### src/rtl/eth_arb_pkg.sv
// Shared types and defaults for the RGMII transmit arbiter.
package eth_arb_pkg;

  typedef enum logic [1:0] {
    ARB_IDLE,
    ARB_XFER,
    ARB_GAP
  } arb_state_e;

  localparam int ETH_IFG_DEFAULT = 12;

endpackage

### src/rtl/rr_priority_picker.sv
// Round-robin winner search over a request vector, starting just after last_grant.
module rr_priority_picker #(
  parameter int unsigned N_REQ = 4,
  parameter int unsigned GW    = $clog2(N_REQ)
) (
  input  logic [N_REQ-1:0] req,
  input  logic [GW-1:0]    last_grant,
  output logic             found,
  output logic [GW-1:0]    winner
);

  function automatic logic [GW-1:0] wrap_idx(input int unsigned v);
    return GW'(v % N_REQ);
  endfunction

  always_comb begin
    found  = 1'b0;
    winner = '0;
    // Walk from the farthest offset to the nearest so the nearest requester overwrites.
    for (int unsigned i = N_REQ; i >= 1; i--) begin
      if (req[wrap_idx(32'(last_grant) + i)]) begin
        found  = 1'b1;
        winner = wrap_idx(32'(last_grant) + i);
      end
    end
  end

endmodule

### src/rtl/rgmii_tx_arbiter.sv
// Frame-atomic round-robin arbiter sharing one RGMII TX byte stream between N_REQ sources,
// with a programmable idle gap after every frame.
module rgmii_tx_arbiter
  import eth_arb_pkg::*;
#(
  parameter int unsigned N_REQ      = 4,
  parameter int unsigned IFG_CYCLES = ETH_IFG_DEFAULT,
  parameter int unsigned GW         = $clog2(N_REQ)
) (
  input  logic               clk,
  input  logic               rst_n,
  input  logic [N_REQ*8-1:0] s_tdata,
  input  logic [N_REQ-1:0]   s_tvalid,
  input  logic [N_REQ-1:0]   s_tlast,
  output logic [N_REQ-1:0]   s_tready,
  output logic [7:0]         m_tdata,
  output logic               m_tvalid,
  output logic               m_tlast,
  input  logic               m_tready,
  output logic [GW-1:0]      grant_id,
  output logic               busy
);

  localparam int unsigned GapW = (IFG_CYCLES > 0) ? $clog2(IFG_CYCLES + 1) : 1;
  localparam logic [GapW-1:0] GapLoad = (IFG_CYCLES > 0) ? GapW'(IFG_CYCLES - 1) : '0;

  arb_state_e      state_q;
  logic [GW-1:0]   grant_id_q;
  logic [GW-1:0]   last_grant_q;
  logic [GapW-1:0] gap_cnt_q;
  logic            busy_q;

  logic            found;
  logic [GW-1:0]   winner;
  logic            frame_end;
  logic [7:0]      lane_data [N_REQ];

  for (genvar g = 0; g < N_REQ; g++) begin : g_lane
    assign lane_data[g] = s_tdata[g*8 +: 8];
  end

  rr_priority_picker #(
    .N_REQ (N_REQ),
    .GW    (GW)
  ) u_picker (
    .req        (s_tvalid),
    .last_grant (last_grant_q),
    .found      (found),
    .winner     (winner)
  );

  // Zero-latency pass-through of the granted lane; everything else is held quiet.
  always_comb begin
    m_tdata  = '0;
    m_tvalid = 1'b0;
    m_tlast  = 1'b0;
    s_tready = '0;
    if (state_q == ARB_XFER) begin
      m_tdata              = lane_data[grant_id_q];
      m_tvalid             = s_tvalid[grant_id_q];
      m_tlast              = s_tlast[grant_id_q];
      s_tready[grant_id_q] = m_tready;
    end
  end

  assign frame_end = m_tvalid & m_tready & m_tlast;

  always_ff @(posedge clk or negedge rst_n) begin
    if (!rst_n) begin
      state_q      <= ARB_IDLE;
      grant_id_q   <= '0;
      last_grant_q <= GW'(N_REQ - 1);
      gap_cnt_q    <= '0;
      busy_q       <= 1'b0;
    end else begin
      unique case (state_q)
        ARB_IDLE: begin
          if (found) begin
            grant_id_q   <= winner;
            last_grant_q <= winner;
            busy_q       <= 1'b1;
            state_q      <= ARB_XFER;
          end
        end
        ARB_XFER: begin
          if (frame_end) begin
            if (IFG_CYCLES == 0) begin
              busy_q  <= 1'b0;
              state_q <= ARB_IDLE;
            end else begin
              gap_cnt_q <= GapLoad;
              state_q   <= ARB_GAP;
            end
          end
        end
        ARB_GAP: begin
          if (gap_cnt_q == '0) begin
            busy_q  <= 1'b0;
            state_q <= ARB_IDLE;
          end else begin
            gap_cnt_q <= gap_cnt_q - 1'b1;
          end
        end
        default: begin
          busy_q  <= 1'b0;
          state_q <= ARB_IDLE;
        end
      endcase
    end
  end

  assign grant_id = grant_id_q;
  assign busy     = busy_q;

endmodule

### config.mk
export PLATFORM = sky130hd
export DESIGN_NAME = rgmii_tx_arbiter
export DESIGN_NICKNAME = d
export VERILOG_FILES = /design/src/rtl/eth_arb_pkg.sv /design/src/rtl/rr_priority_picker.sv /design/src/rtl/rgmii_tx_arbiter.sv
export SDC_FILE = /design/constraint.sdc
export NUM_CORES = 1
export LEC_CHECK = 0
export ABC_CLOCK_PERIOD_IN_PS = 1700
export CAP_MARGIN = 20
export CORE_MARGIN = 2
export CORE_UTILIZATION = 33
export DETAILED_ROUTE_END_ITERATION = 8
export GPL_ROUTABILITY_DRIVEN = 0
export PLACE_DENSITY = 0.85
export SYNTH_ARGS = -nofsm -noshare
export SYNTH_HDL_FRONTEND = slang
export SYNTH_HIERARCHICAL = 1
export SYNTH_SLANG_ARGS = --single-unit
### constraint.sdc
create_clock -name clk -period 1.7 [get_ports clk]
set_input_delay 0.34 -clock clk [delete_from_list [all_inputs] [get_ports clk]]
set_output_delay 0.34 -clock clk [all_outputs]
set_load 0.01 [all_outputs]
After elaboration in Yosys (flattened, before gate mapping)
Index checks and enable logic that the tools add are counted.
{"block": "totals", "reg_bits": 11, "latchBits": 0, "ram_bits": 0, "mem_bits_ro": 0, "in_bits": 43, "elab_cells": 75, "mem_count": 0}
{"block": "op_classes", "n_addsub": 5, "n_mul": 0, "div": 0, "magnitude_cmp": 7, "n_eq_ne": 6, "n_shift": 0, "n_mux": 39, "n_bitwise": 5, "n_reduce_logical": 8}
{"operator": "$mux W8", "count": 3}
{"operator": "$bmux W8 S2", "count": 1}
{"operator": "$lt A2 B3 Y1 const B", "count": 5}
{"operator": "$mux W1", "count": 15}
{"operator": "$mux W2", "count": 7}
{"operator": "$bmux W1 S2", "count": 6}
{"operator": "$mux W4", "count": 3}
{"operator": "$reduce_and A3 Y1", "count": 3}
{"operator": "$ne A2 B2 Y1 const B", "count": 4}
{"operator": "$pmux W4 S2", "count": 1}
{"operator": "$pmux W2 S3", "count": 1}
{"operator": "$add A2 B1 Y2 const B", "count": 2}
{"operator": "$add A2 B2 Y2 const B", "count": 2}
{"operator": "$and A4 B4 Y4", "count": 1}
{"operator": "$logic_not A4 Y1", "count": 1}
{"operator": "$sub A4 B1 Y4 const B", "count": 1}
{"operator": "$ge A3 B3 Y1 const B", "count": 1}
{"operator": "$not A2 Y3", "count": 1}
{"operator": "$pmux W1 S3", "count": 1}
{"operator": "$and A1 B1 Y1", "count": 2}
{"operator": "$demux W1 S2", "count": 1}
{"operator": "$eq A2 B1 Y1 const B", "count": 1}
{"operator": "$eq A2 B2 Y1 const B", "count": 1}
{"operator": "$ge A2 B1 Y1 const B", "count": 1}
{"operator": "other kinds (5)", "count": 5}

Longest topological paths before layout
{"block": "depth", "ltp_word": 9, "ltp_mapped": 5, "mapped_depth_nobuf": 5}

Modules after synthesis
The synthesis kept the hierarchy.
{"mod": "rgmii_tx_arbiter", "instances": 1, "cells_each": 74, "area_per_inst_um2": 860.8, "seq_area_each_um2": 277.8}
{"mod": "rr_priority_picker", "instances": 1, "cells_each": 14, "area_per_inst_um2": 91.3, "seq_area_each_um2": 0.0}

Least setup slack after synthesis
No wires, ideal clock.
{"block": "synth_timing", "path_type": "flip-flop to output port", "start": "register grant_id_q[0] (netlist: grant_id[0])", "end": "output port m_tdata[2]", "t_arrival_ps": 1429, "slack_ps": -69, "stages_incl_launch_ff": 5, "path_buffers": 2, "path_cell_list": "dfrtp_1 -> buf_6 -> buf_2 -> mux4_2 -> nor2b_1"}
{"block": "synth_between", "elab_chain_len": 5}
{"item": "start: declaration", "line": "rgmii_tx_arbiter.sv:28", "source": "logic [GW-1:0] grant_id_q;"}
{"item": "start signal: assignment", "line": "rgmii_tx_arbiter.sv:79", "source": "grant_id_q <= winner;"}
{"item": "$not A2 Y3 (not written as such)", "line": "rgmii_tx_arbiter.sv:59", "source": "m_tdata = lane_data[grant_id_q];"}
{"item": "$bmux W8 S2", "line": "rgmii_tx_arbiter.sv:59"}
{"item": "$mux W8 (not written as such) (2 in series)", "line": "rgmii_tx_arbiter.sv:59"}
{"item": "$mux W8", "line": "rgmii_tx_arbiter.sv:58", "source": "if (state_q == ARB_XFER) begin"}
{"item": "end: declaration", "line": "rgmii_tx_arbiter.sv:16", "source": "output logic [7:0] m_tdata,"}
No other way between the ends. The select of a mux whose other input is x is not followed.

Worst setup path after layout
{"block": "layout_timing", "start": "register grant_id_q[0] (netlist: grant_id[0])", "end": "output port m_tvalid"}
{"block": "layout_between", "elab_chain_len": 3}
{"item": "$bmux W1 S2", "line": "rgmii_tx_arbiter.sv:60", "source": "m_tvalid = s_tvalid[grant_id_q];"}
{"item": "$mux W1 (not written as such)", "line": "rgmii_tx_arbiter.sv:60"}
{"item": "$mux W1", "line": "rgmii_tx_arbiter.sv:58"}
{"item": "end: declaration", "line": "rgmii_tx_arbiter.sv:17", "source": "output logic m_tvalid,"}
No other way between the ends. The select of a mux whose other input is x is not followed.

==> run summary <==
Status: finished, violations left
Failing checks: setup timing
Synth Register Bits: 11
Nets: 213
Gr ovfl total: 0
Clk_lat worst skew: 0.27 ns
Hold WC Path Type: in2async
First-pass GRT wire length: 5130 µm
CTS tree: done
Root Buffer: clkbuf_4
FFs w/ async S/R, synth: 100%
Warnings from Yosys: 6
Final total power: 2.61 mW
Setup CP Type: reg2out
ANT cells: 0
DRC Markers: 0
# clock sinks: 11
Crit path required time: 1.36 ns
Layout cells sized above 1: 39.3%
Final setup fails: 16
Final Max Slew Viols: 0
CP max FO: 7
Slew @ Worst Pin: 0.556 ns
Primary FF master, synth: dfrtp_1
Final Worst Setup Slack: -0.249 ns
Final std cells w/o fill: 199
Core Region: 2760 µm²
Initial antenna violation count: 0
Synth Area per Inst: 10.8 µm²
Initial DRC Count: 20
Final Critical Period: 1.95 ns
DPL Wire Length: 2470 µm
Crit path launch type: register
Io pins: 60
Htree depth: 1
Period utilisation layout: 115%
Max Fclk: 0.513 GHz
Die area: 3330 µm²
Arrival time worst endpoint: 1.61 ns
# rows: 19
RSZ-0062 raised after global routing: yes
Yosys cell types: 37
Setup WS pre-CTS: -0.541 ns
FILL cells: 221
DR pass1 iterations: 4
Skew final: 0.000480 ns
Number of synthesized flops with an enable pin: 0
Worst slew margin: 62.9%
Area leader, netlist: dfrtp_1
Util after Layout: 63.6%
TNS Setup: -2.97 ns
Post-synthesis sequential area ratio: 29.2%
Num CTS Buffers: 3
Die X: 57.7 µm
Synthesized area: 952 µm²
Synthesis-to-layout area growth: 84.2%
CTS max path bufs: 2
Routed WL: 3260 µm
# placed instances: 190
Critical Path Sink Type: output pin
Die H: 57.7 µm
# port buffers: 59
Detailed-route via count: 1035
Starting density of the core: 34.5%
Syn Nets: 132
Largest net degree at the start of global routing: 12
Number of global-route vias before repair: 1064
Global-route usage over all layers: 19.9%
Pwr/cell area: 1490 nW/µm²
Post-synthesis cell count: 88
Maximum VDD drop: 1.10 mV
Clock slew seen by the registers of the worst setup and hold paths: 0.07 ns
Synth area leaders: dfrtp_1, mux4_2, nor2b_1
DR vias/cell: 5.20
Antenna-violating nets left: 0
Max Cap Viol: 0
Lkg Pwr: 0.763 nW
Final Hold Fails: 0
Top-area cell type share of the netlist area: 23.7%
Avg WL per Cell: 16.4 µm
## through the flow
step	area [µm²]	hold WS, ns
CTS	1700	0.417
global route	1750	0.450
floorplan	958	0.0444
finish	1750	0.411
detailed placement	1680	0.540
global placement	1680	0.519
## logic make-up (layout without fill, tap and decap cells)
group	Yosys count	in the layout	synth area share, %
AO/OA/AOI/OAI	13	13	10.2
adder cells (fa/ha/maj)	1	1	1.31
buffers and inverters	8	88	4.07
flip-flops	11	11	29.2
multiplexers	16	16	30.5
AND/OR/NAND/NOR	39	39	24.7
## repair_timing
action / 4_1_cts / 5_1_grt
buffers inserted: 5 / 1
hold buffers: 0 / 0
endpoints found under the setup margin: 14 / 25
resized for setup: 65 / 12
## layout make-up
cell class	instances	area (µm²)	area share, %
clock buffers	4	26.3	1.50
multi-input cells	69	681	38.8
well taps	31	38.8	2.21
repair buffers	80	716	40.8
inverters	4	15.0	0.856
flip-flops and latches	11	278	15.8
## where the power goes
group / internal (mW) / total (mW) / leakage, nW / switching [mW]
Sequential: 0.392 / 0.514 / 0.121 / 0.122
Combinational: 1.12 / 1.92 / 0.627 / 0.796
Clock: 0.0910 / 0.183 / 0.0150 / 0.0924
Total: 1.60 / 2.61 / 0.763 / 1.01
## cell usage in the layout, fill, tap and decap left out, drive strengths merged, types with 5 or more instances in the layout
master         synthesis  layout
nand2                  6       6
clkdlybuf4s50          0      42
nand2b                 5       5
dfrtp                  9       9
nor2b                 11      11
mux4                  10      10
nor2                   5       5
buf                    2      35
## registers in the layout, summed over array words and instances, names as in the netlist
signal / flops
state_q: 2
busy: 1
grant_id: 2
gap_cnt_q: 4
last_grant_q: 2
## synth_stat cells (2+ instances only)
library cell   n
nor2b_1       11
inv_1          4
nand2b_1       4
mux4_2        10
nand2_1        6
nor2_1         5
a21oi_1        3
dfstp_2        2
dfrtp_1        9
mux2i_1        2
a31oi_1        2
clkbuf_1       2
mux2_2         4
## layer usage
metal / up-vias / track usage, % / part of all wire, %
li1: 489 / - / -
met5: - / 0 / 0
met3: 4 / 4.46 / 9.5
met1: 495 / 23.0 / 37
met4: 0 / 5.98 / 0.86
met2: 47 / 36.4 / 53
## worst max-delay path, cell delays in order (launching register included)
cell and delay [ns]:
dfrtp_1 0.37, buf_6 0.15, mux4_2 0.53, nor2b_4 0.15
buf_6 0.14
## worst paths after layout
check	startpoint	endpoint	slack [ns]	cells after the start
setup reg to reg	grant_id[0]$_DFFE_PN0P_	gap_cnt_q[0]$_DFFE_PN0P_	-0.18	8
hold / removal	rst_n	busy$_DFFE_PN0P_	0.41	1
max in group asynchronous	rst_n	last_grant_q[0]$_DFFE_PN1P_	0.93	1
hold reg to reg	busy$_DFFE_PN0P_	busy$_DFFE_PN0P_	0.56	2
setup / recovery	grant_id[0]$_DFFE_PN0P_	m_tvalid	-0.25	4
min in group clk	busy$_DFFE_PN0P_	busy$_DFFE_PN0P_	0.56	2
Note: power is estimated with default switching activity, not from simulation.
